--- config.mk ---
export PLATFORM = sky130hd
export DESIGN_NAME = alu_mc
export DESIGN_NICKNAME = d
export VERILOG_FILES = /design/src/rtl/alu_mc_pkg.sv /design/src/rtl/alu_mc_comb.sv /design/src/rtl/alu_mc.sv
export SDC_FILE = /design/constraint.sdc
export NUM_CORES = 1
export LEC_CHECK = 0
export ABC_AREA = 0
export CAP_MARGIN = 20
export CORE_AREA = 3 3 171 206
export CTS_CLUSTER_SIZE = 24
export DETAILED_ROUTE_END_ITERATION = 10
export DIE_AREA = 0 0 174 209
export HOLD_SLACK_MARGIN = 0.15
export PLACE_DENSITY = 0.74
export SLEW_MARGIN = 10
export SYNTH_ARGS = -nofsm -noshare
export SYNTH_HDL_FRONTEND = slang
export SYNTH_HIERARCHICAL = 1
export SYNTH_SLANG_ARGS = --single-unit
--- constraint.sdc ---
create_clock -name clk -period 13.7 [get_ports clk]
set_clock_uncertainty 0.15 [all_clocks]
set_input_delay 2.74 -clock clk [delete_from_list [all_inputs] [get_ports clk]]
set_output_delay 2.74 -clock clk [all_outputs]
set_load 0.01 [all_outputs]
--- src/rtl/alu_mc_pkg.sv ---
// alu_mc_pkg: opcode encodings and FSM state type shared by alu_mc and alu_mc_comb.
package alu_mc_pkg;

  localparam int unsigned OP_W = 3;

  localparam logic [OP_W-1:0] OP_ADD = 3'b000;
  localparam logic [OP_W-1:0] OP_SUB = 3'b001;
  localparam logic [OP_W-1:0] OP_AND = 3'b010;
  localparam logic [OP_W-1:0] OP_OR  = 3'b011;
  localparam logic [OP_W-1:0] OP_MUL = 3'b100;
  localparam logic [OP_W-1:0] OP_SLT = 3'b101;
  localparam logic [OP_W-1:0] OP_XOR = 3'b110;
  localparam logic [OP_W-1:0] OP_ILL = 3'b111;

  typedef enum logic [1:0] {
    ST_IDLE = 2'd0,
    ST_MUL  = 2'd1,
    ST_DONE = 2'd2
  } state_e;

endpackage

--- src/rtl/alu_mc_comb.sv ---
// alu_mc_comb: single-cycle combinational op unit (ADD/SUB/AND/OR/XOR/SLT/illegal).
// MUL is not handled here; it yields zero and is resolved by the caller.
// Ports:
//   a_i, b_i     operands
//   op_i         3-bit opcode
//   result_c_o   combinational result
//   ovf_c_o      signed ADD/SUB overflow, 0 otherwise
//   illegal_c_o  opcode 111
module alu_mc_comb
  import alu_mc_pkg::*;
#(
  parameter int unsigned WIDTH = 32
) (
  input  logic [WIDTH-1:0] a_i,
  input  logic [WIDTH-1:0] b_i,
  input  logic [OP_W-1:0]  op_i,
  output logic [WIDTH-1:0] result_c_o,
  output logic             ovf_c_o,
  output logic             illegal_c_o
);

  logic [WIDTH-1:0] sum_c;
  logic [WIDTH-1:0] diff_c;

  assign sum_c  = a_i + b_i;
  assign diff_c = a_i - b_i;

  // Opcode decode
  always_comb begin
    result_c_o  = '0;
    ovf_c_o     = 1'b0;
    illegal_c_o = 1'b0;
    case (op_i)
      OP_ADD: begin
        result_c_o = sum_c;
        ovf_c_o    = (a_i[WIDTH-1] == b_i[WIDTH-1]) && (sum_c[WIDTH-1] != a_i[WIDTH-1]);
      end
      OP_SUB: begin
        result_c_o = diff_c;
        ovf_c_o    = (a_i[WIDTH-1] != b_i[WIDTH-1]) && (diff_c[WIDTH-1] != a_i[WIDTH-1]);
      end
      OP_AND: result_c_o = a_i & b_i;
      OP_OR:  result_c_o = a_i | b_i;
      OP_XOR: result_c_o = a_i ^ b_i;
      OP_SLT: result_c_o[0] = $signed(a_i) < $signed(b_i);
      OP_ILL: illegal_c_o = 1'b1;
      default: result_c_o = '0;
    endcase
  end

endmodule

--- src/rtl/alu_mc.sv ---
// alu_mc: multi-cycle handshaked ALU. Single-cycle ops finish on the accept edge;
// unsigned MUL runs as a WIDTH-step shift-add. One operation in flight.
// Optional macro ALU_MC_STICKY_OVF_EN adds ovf_clr / ovf_sticky.
// Ports:
//   clk, rst              clock, async active-high reset
//   in_valid / in_ready   request handshake
//   a, b, alu_control     operands and opcode
//   out_valid / out_ready result handshake
//   result, zero, overflow, illegal  registered result flags
//   ovf_clr, ovf_sticky   (macro only) sticky overflow clear / flag
module alu_mc
  import alu_mc_pkg::*;
#(
  parameter int unsigned WIDTH = 32
) (
  input  logic             clk,
  input  logic             rst,
  input  logic             in_valid,
  output logic             in_ready,
  input  logic [WIDTH-1:0] a,
  input  logic [WIDTH-1:0] b,
  input  logic [OP_W-1:0]  alu_control,
  output logic             out_valid,
  input  logic             out_ready,
  output logic [WIDTH-1:0] result,
  output logic             zero,
  output logic             overflow,
`ifdef ALU_MC_STICKY_OVF_EN
  input  logic             ovf_clr,
  output logic             ovf_sticky,
`endif
  output logic             illegal
);

  localparam int unsigned CNT_W = $clog2(WIDTH) + 1;
  localparam int unsigned ACC_W = 2 * WIDTH;

  state_e             state_q, state_d;
  logic [CNT_W-1:0]   cnt_q, cnt_d;
  logic [ACC_W-1:0]   mcand_q, mcand_d;
  logic [WIDTH-1:0]   mplier_q, mplier_d;
  logic [ACC_W-1:0]   acc_q, acc_d;
  logic [WIDTH-1:0]   result_q, result_d;
  logic               zero_q, zero_d;
  logic               ovf_q, ovf_d;
  logic               illegal_q, illegal_d;
  logic               out_valid_q, out_valid_d;
  logic               in_ready_q, in_ready_d;

  logic [WIDTH-1:0]   comb_res_c;
  logic               comb_ovf_c;
  logic               comb_ill_c;
  logic [ACC_W-1:0]   acc_sum_c;

  alu_mc_comb #(.WIDTH(WIDTH)) u_comb (
    .a_i         (a),
    .b_i         (b),
    .op_i        (alu_control),
    .result_c_o  (comb_res_c),
    .ovf_c_o     (comb_ovf_c),
    .illegal_c_o (comb_ill_c)
  );

  // Partial product including the current multiplier bit
  assign acc_sum_c = acc_q + (mplier_q[0] ? mcand_q : '0);

  // Next-state and output logic
  always_comb begin
    state_d     = state_q;
    cnt_d       = cnt_q;
    mcand_d     = mcand_q;
    mplier_d    = mplier_q;
    acc_d       = acc_q;
    result_d    = result_q;
    zero_d      = zero_q;
    ovf_d       = ovf_q;
    illegal_d   = illegal_q;
    out_valid_d = out_valid_q;
    in_ready_d  = in_ready_q;
    case (state_q)
      ST_IDLE: begin
        if (in_valid) begin
          in_ready_d = 1'b0;
          if (alu_control == OP_MUL) begin
            state_d  = ST_MUL;
            cnt_d    = '0;
            mcand_d  = {{WIDTH{1'b0}}, a};
            mplier_d = b;
            acc_d    = '0;
          end else begin
            state_d     = ST_DONE;
            result_d    = comb_res_c;
            zero_d      = (comb_res_c == '0);
            ovf_d       = comb_ovf_c;
            illegal_d   = comb_ill_c;
            out_valid_d = 1'b1;
          end
        end
      end
      ST_MUL: begin
        acc_d    = acc_sum_c;
        mcand_d  = mcand_q << 1;
        mplier_d = mplier_q >> 1;
        cnt_d    = cnt_q + CNT_W'(1);
        if (cnt_q == CNT_W'(WIDTH - 1)) begin
          state_d     = ST_DONE;
          result_d    = acc_sum_c[WIDTH-1:0];
          zero_d      = (acc_sum_c[WIDTH-1:0] == '0);
          ovf_d       = |acc_sum_c[ACC_W-1:WIDTH];
          illegal_d   = 1'b0;
          out_valid_d = 1'b1;
        end
      end
      ST_DONE: begin
        if (out_ready) begin
          state_d     = ST_IDLE;
          out_valid_d = 1'b0;
          in_ready_d  = 1'b1;
        end
      end
      default: begin
        state_d     = ST_IDLE;
        out_valid_d = 1'b0;
        in_ready_d  = 1'b1;
      end
    endcase
  end

  // State and datapath registers
  always_ff @(posedge clk or posedge rst) begin
    if (rst) begin
      state_q     <= ST_IDLE;
      cnt_q       <= '0;
      mcand_q     <= '0;
      mplier_q    <= '0;
      acc_q       <= '0;
      result_q    <= '0;
      zero_q      <= 1'b1;
      ovf_q       <= 1'b0;
      illegal_q   <= 1'b0;
      out_valid_q <= 1'b0;
      in_ready_q  <= 1'b1;
    end else begin
      state_q     <= state_d;
      cnt_q       <= cnt_d;
      mcand_q     <= mcand_d;
      mplier_q    <= mplier_d;
      acc_q       <= acc_d;
      result_q    <= result_d;
      zero_q      <= zero_d;
      ovf_q       <= ovf_d;
      illegal_q   <= illegal_d;
      out_valid_q <= out_valid_d;
      in_ready_q  <= in_ready_d;
    end
  end

  assign in_ready  = in_ready_q;
  assign out_valid = out_valid_q;
  assign result    = result_q;
  assign zero      = zero_q;
  assign overflow  = ovf_q;
  assign illegal   = illegal_q;

`ifdef ALU_MC_STICKY_OVF_EN
  logic sticky_q, sticky_d;

  // Set on an overflowing result handshake; set beats clear
  always_comb begin
    sticky_d = sticky_q;
    if (ovf_clr) sticky_d = 1'b0;
    if (out_valid_q && out_ready && ovf_q) sticky_d = 1'b1;
  end

  always_ff @(posedge clk or posedge rst) begin
    if (rst) sticky_q <= 1'b0;
    else     sticky_q <= sticky_d;
  end

  assign ovf_sticky = sticky_q;
`endif

endmodule

* Word level (Yosys, flattened, before mapping) *
Cells that the tools add are included.

storage, ports and cells
  flip-flop bits (word level) = 205
  input bits = 71
  output and inout bits = 37
  word-level logic and storage cells = 98

cells by class
  add/subtract/negate cells = 4
  $lt $le $gt $ge = 1
  equal/unequal tests = 19
  mux-type cells = 46
  bitwise logic cells = 4
  reduce and logical (&&, ||, !) cells = 13

operators by type and width
  cell                   count
  $mux W64               5
  $pmux W64 S2           2
  $mux W32               5
  $pmux W31 S5           1
  $pmux W32 S2           2
  $add A64 B64 Y64       1
  $logic_not A32 Y1      2
  $add A32 B32 Y32       1
  $and A32 B32 Y32       1
  $lt A32 B32 Y1         1
  $or A32 B32 Y32        1
  $reduce_or A32 Y1      1
  $sub A32 B32 Y32       1
  $xor A32 B32 Y32       1
  $mux W1                16
  $eq A3 B3 Y1 const B   4
  $mux W6                2
  $pmux W6 S2            1
  $ne A2 B2 Y1 const B   5
  $reduce_and A3 Y1      3
  $mux W2                4
  $pmux W1 S2            4
  $reduce_and A4 Y1      2
  $add A6 B1 Y6 const B  1
  other kinds (15)       20

* Logic depth before layout (Yosys ltp) *
  depth in word-level cells = 7
  gate-level depth with buffers = 17
  gate-level depth less buffers = 16

* By module *
Netlist, hierarchy kept.

modules (own cells, without submodules)
  module       instances  cells each  area each (sq um)  sequential area each (sq um)
  alu_mc       1          1537        12939.9            5132.4
  alu_mc_comb  1          846         5360.1             0.0

* Least setup slack after synthesis *
Ideal clock, no wire load.

  path kind = input to register
  from = in a[0]
  to = reg zero_q, in the netlist zero
  setup time = 0.077 ns
  arrival = 5.716 ns
  data required time = 13.473 ns
  path slack = 7.756 ns
  cell stages on the path = 14
  path buffers = 0
  cells stage by stage = ha_1 -> fa_1 -> a21oi_1 -> o211ai_1 -> a2111oi_0 -> nor3_1 -> a2111oi_0 -> a31oi_1 -> a31oi_1 -> o2bb2ai_1 -> or4_1 -> nor3_1 -> nand4_1 -> a31oi_1

on the way
  word-level cells in the longest chain between the ends = 6
  elaborated cells on any way between the ends = 12
  classes of those cells = add/sub (2); order compare (1); mux (5); bitwise (3); reduce/logical (1)

ends and longest elaborated chain
  item                                                         RTL line                              text
  start: declaration                                           alu_mc.sv:20                          input logic [WIDTH-1:0] a,
  $sub A32 B32 Y32 / $add A32 B32 Y32 (equally long branches)  alu_mc_comb.sv:26, alu_mc_comb.sv:25
  $pmux W31 S5 *                                               alu_mc_comb.sv:33                     case (op_i)
  via comb_res_c[22]                                           alu_mc.sv:50                          logic [WIDTH-1:0] comb_res_c;
  $logic_not A32 Y1 *                                          alu_mc.sv:93                          zero_d = (comb_res_c == '0);
  $mux W1 *                                                    alu_mc.sv:84                          if (alu_control == OP_MUL) begin
  $mux W1 *                                                    alu_mc.sv:82                          if (in_valid) begin
  $pmux W1 S2 *                                                alu_mc.sv:80                          case (state_q)
  end signal: assignment                                       alu_mc.sv:150                         zero_q <= zero_d;
  end: declaration                                             alu_mc.sv:44                          logic zero_q, zero_d;

Mark *: on every way through the listed nets, which the timed path passes. The rest lies on a longest branch. The select of a mux whose other input is x is not followed.
A chain may end at the register's enable or synchronous reset.

* Worst setup path after layout *
Same ends and word-level chain as after synthesis.

==> impl_metrics.py <==
metrics = {
    "outcome": {
        "status": "finished clean",
    },
    "synth": {
        "ys_warn_count": 6,
        "synth_edf_count": 0,
        "ys.flop_type": "dfrtp_1",
        "async_flop_share": 1.000,
        "netlist_instances": 2383,
        "seq_area_frac_synth": 0.2805,
        "synth-seq-cells": 205,
        "syn_nets": 2618,
        "ys_types": 98,
        "syn_area_sq_mm": 0.01830,
        "avgSynthCellArea_sq_um": 7.679,
    },
    "drt": {
        "routed_wl_microns": 64770,
        "firstDrtPassIters": 6,
        "viasPerCell": 6.552,
        "ant_nets": 0,
        "vias": 18690,
        "drt_iter0_drc": 1791,
        "wire_per_inst_microns": 22.70,
        "drcViolationCount": 0,
    },
    "placement": {
        "gp_congestion": 1.009,
        "portBuffers": 107,
        "hpwl_microns": 47970,
    },
    "grt": {
        "grtUsageTotal": 0.3431,
        "overflow": 0,
        "grt_pass1_vias": 18210,
        "grt_max_degree": 156,
        "grt_pass1_wl_microns": 100300,
        "antenna_found_initial": 0,
    },
    "die": {
        "boundaryPins": 108,
        "die_y_microns": 209,
        "dieArea_sq_mm": 0.03637,
        "core_sq_mm": 0.03325,
        "start_util": 0.5504,
        "num_rows": 73,
        "die_w_microns": 174,
    },
    "sta": {
        "post-route-min-period_ns": 7.045,
        "slew_viol_final": 0,
        "max_freq_mhz": 141.9,
        "worst_slew_pin_slew_ns": 0.9415,
        "setup_viol_count_final": 0,
        "tns_ns": 0,
        "grt_setup_unrepaired": "false",
        "hold_violations": 0,
        "finalCritPeriodShare": 0.5143,
        "slew_headroom": 0.3657,
    },
    "power": {
        "p_per_area_mw_per_mm2": 177.7,
        "worst_ir_drop_vdd_uv": 116.0,
        "p_leak_uw": 0.009200,
    },
    "cts": {
        "htree_levels": 1,
        "cts.sink_count": 205,
        "post_cts_buffers": 0,
        "cts_max_path_buffers": 3,
        "cts-root-buf": "clkbuf_16",
        "cts_tree": "done",
        "path_clk_slew_ns": 0.06,
        "clk_latency_ns": 0.57,
        "cts_hold_buf": 0,
        "numCtsBuffers": 25,
        "ctsResizeCount": 0,
    },
    "critical_path": {
        "reg2reg_setup_slack_ns": 8.58,
        "cpPeakStageDelay_ns": 0.59,
        "path_max_fanout": 5,
        "worstSetupEndpointType": "flip-flop",
        "crit_required_ns": 14.03,
        "rr_startpoint": "mplier_q[0]$_DFFE_PP0P_",
        "crit_chain": "clkdlybuf4s50_1 -> inv_1 -> ha_1 -> fa_1 -> nor2_1 -> o311ai_1 -> a211oi_1 -> nor3b_2 -> o31ai_1 -> a31oi_1 -> a311oi_1 -> o211ai_1 -> nor4_1 -> nand4_1 -> nor3_1 -> nand4_1 -> a31oi_1",
        "crit_arrival_ns": 7.37,
        "r2r_end": "overflow$_DFFE_PP0P_",
        "cpMaxStageDelayCell": "o31ai_1",
        "crit_family": "compound AO/OA/AOI/OAI gates",
        "crit_type": "primary input to flip-flop",
        "path_buf_inv": 2,
        "ff2ff_path_depth": 14,
        "start_kind": "primary input",
    },
    "flow_run": {
        "drv_cap": 0,
    },
    "final_layout": {
        "fin_util": 0.6132,
        "fill_cells": 3030,
        "nNetsFinal": 2618,
        "regArea_sq_mm": 0.005132,
        "multiInputGateArea_sq_mm": 0.01214,
        "layout_common_cells": "nand2_1, nor2_1, a21oi_1, dfrtp_1, ha_1",
        "area_growth_syn_to_layout_pct": 11.40,
        "drive_gt1_frac": 0.04704,
        "layout_commonest_cell": "nand2_1",
    },
    "worst_hold_path": {
        "hp-start": "acc_q[21]$_DFFE_PP0P_",
        "hold_end": "acc_q[21]$_DFFE_PP0P_",
        "hold_class": "flip-flop to flip-flop",
        "holdPathStages": 2,
    },
}
-- worst reg2reg max path, cell delays in order (launching register included) --
cell and delay (ns):
dfrtp_1 0.32, buf_4 0.49, and2_1 0.28, ha_1 0.34, a21oi_1 0.33, o21ai_0 0.17
a21oi_1 0.41, a211oi_2 0.21, o31ai_1 0.79, o211ai_1 0.24, xor2_1 0.26, nor4_1 0.32
nand4_1 0.13, nor4_1 0.43, a211oi_1 0.08
-- cells by family (layout without fill, tap and decap cells) --
kind of cell,count (synthesis),in the layout,share of synthesized area
AO/OA/AOI/OAI,786,786,0.2880
XOR/XNOR,64,64,0.03063
adder cells (fa/ha/maj),164,164,0.1134
buffers and inverters,275,294,0.05784
flip-flops,205,205,0.2805
multiplexers,15,15,0.009230
other,0,1,0
AND/OR/NAND/NOR,874,874,0.2205
-- cells in the mapped netlist, drive strengths merged (7+ instances only) --
master / instances / area [sq um]
nand2: 327 / 1227
ha: 161 / 2014
or4: 9 / 67.56
o31a: 8 / 70.07
a21oi: 205 / 1033
or3: 13 / 81.33
nand4: 47 / 294.0
a31oi: 105 / 663.1
a22o: 68 / 595.6
o21bai: 22 / 165.2
o211ai: 16 / 120.1
nand2b: 11 / 76.32
a21o: 40 / 300.3
a22oi: 23 / 177.7
nor2: 243 / 912.1
nand3: 33 / 165.2
dfrtp: 203 / 5080
clkbuf: 116 / 435.4
or2: 9 / 56.31
and3: 17 / 106.4
and2: 67 / 419.2
a2111oi: 9 / 78.83
nor4: 21 / 137.6
nor3: 40 / 200.2
nor2b: 11 / 68.82
inv: 121 / 454.2
a211o: 9 / 78.83
a211oi: 17 / 137.6
o21ai: 129 / 653.1
mux2i: 9 / 90.09
a41oi: 7 / 87.59
o21a: 19 / 142.6
xor2: 29 / 254.0
o22ai: 14 / 87.58
xnor2: 35 / 306.5
o31ai: 21 / 162.6
buf: 36 / 161.4
-- area by class of cell --
type | count | share of cell area
Sequential cell | 205 | 0.2517
Inverter | 123 | 0.02301
Timing Repair Buffer | 125 | 0.06014
Clock buffer | 31 | 0.03228
Antenna cell | 1 | 0.0001227
Tap cell | 450 | 0.02762
Clock inverter | 15 | 0.009513
Multi-Input combinational cell | 1903 | 0.5956
-- through the flow --
| step | std cells | setup slack [ns] | power [uW] | cell area [sq um] | hold slack [ns] |
|---|---|---|---|---|---|
| after floorplan | 2383 | 5.218 | 2265 | 18300 | 0.3025 |
| after global placement | 2805 | 6.257 | 2847 | 19510 | 0.3113 |
| after detailed placement | 2805 | 6.146 | 2875 | 19510 | 0.3157 |
| after CTS | 2851 | 6.720 | 3592 | 20360 | 0.3366 |
| after global routing | 2852 | 6.477 | 3858 | 20380 | 0.3550 |
| final | 2853 | 6.655 | 3622 | 20390 | 0.3359 |
-- report_power, final --
| part | leakage (uW) | switching (uW) | internal [uW] |
|---|---|---|---|
| registers | 0.00254 | 168 | 826 |
| logic | 0.00625 | 1210 | 719 |
| clock network | 0.000415 | 293 | 405 |
-- how the worst max path moves through the flow --
stage	from	to	slack, ns	depth (start not counted)
after CTS	a[0]	zero$_DFFE_PP1P_	6.72	17
after global placement	a[16]	zero$_DFFE_PP1P_	6.26	16
after detailed placement	a[0]	zero$_DFFE_PP1P_	6.15	17
final	a[0]	zero$_DFFE_PP1P_	6.65	17
after global routing	a[0]	zero$_DFFE_PP1P_	6.48	17
after floorplan	rst	acc_q[0]$_DFFE_PP0P_	5.22	1
-- registers in the layout (all words and copies together), names as in the netlist --
register and flops:
illegal 1, overflow 1, mcand_q 64, cnt_q 6
state_q 2, mplier_q 32, acc_q 64, out_valid 1
result 32, zero 1, in_ready 1
-- metal layers --
metal,vias up,track usage,wire length (microns)
li1,8628,-,-
met1,9025,0.4110,24960
met2,822,0.6032,32020
met3,219,0.03435,3699
met4,0,0.1884,4088
met5,-,0,0
Note: power is estimated with default switching activity, not from simulation.
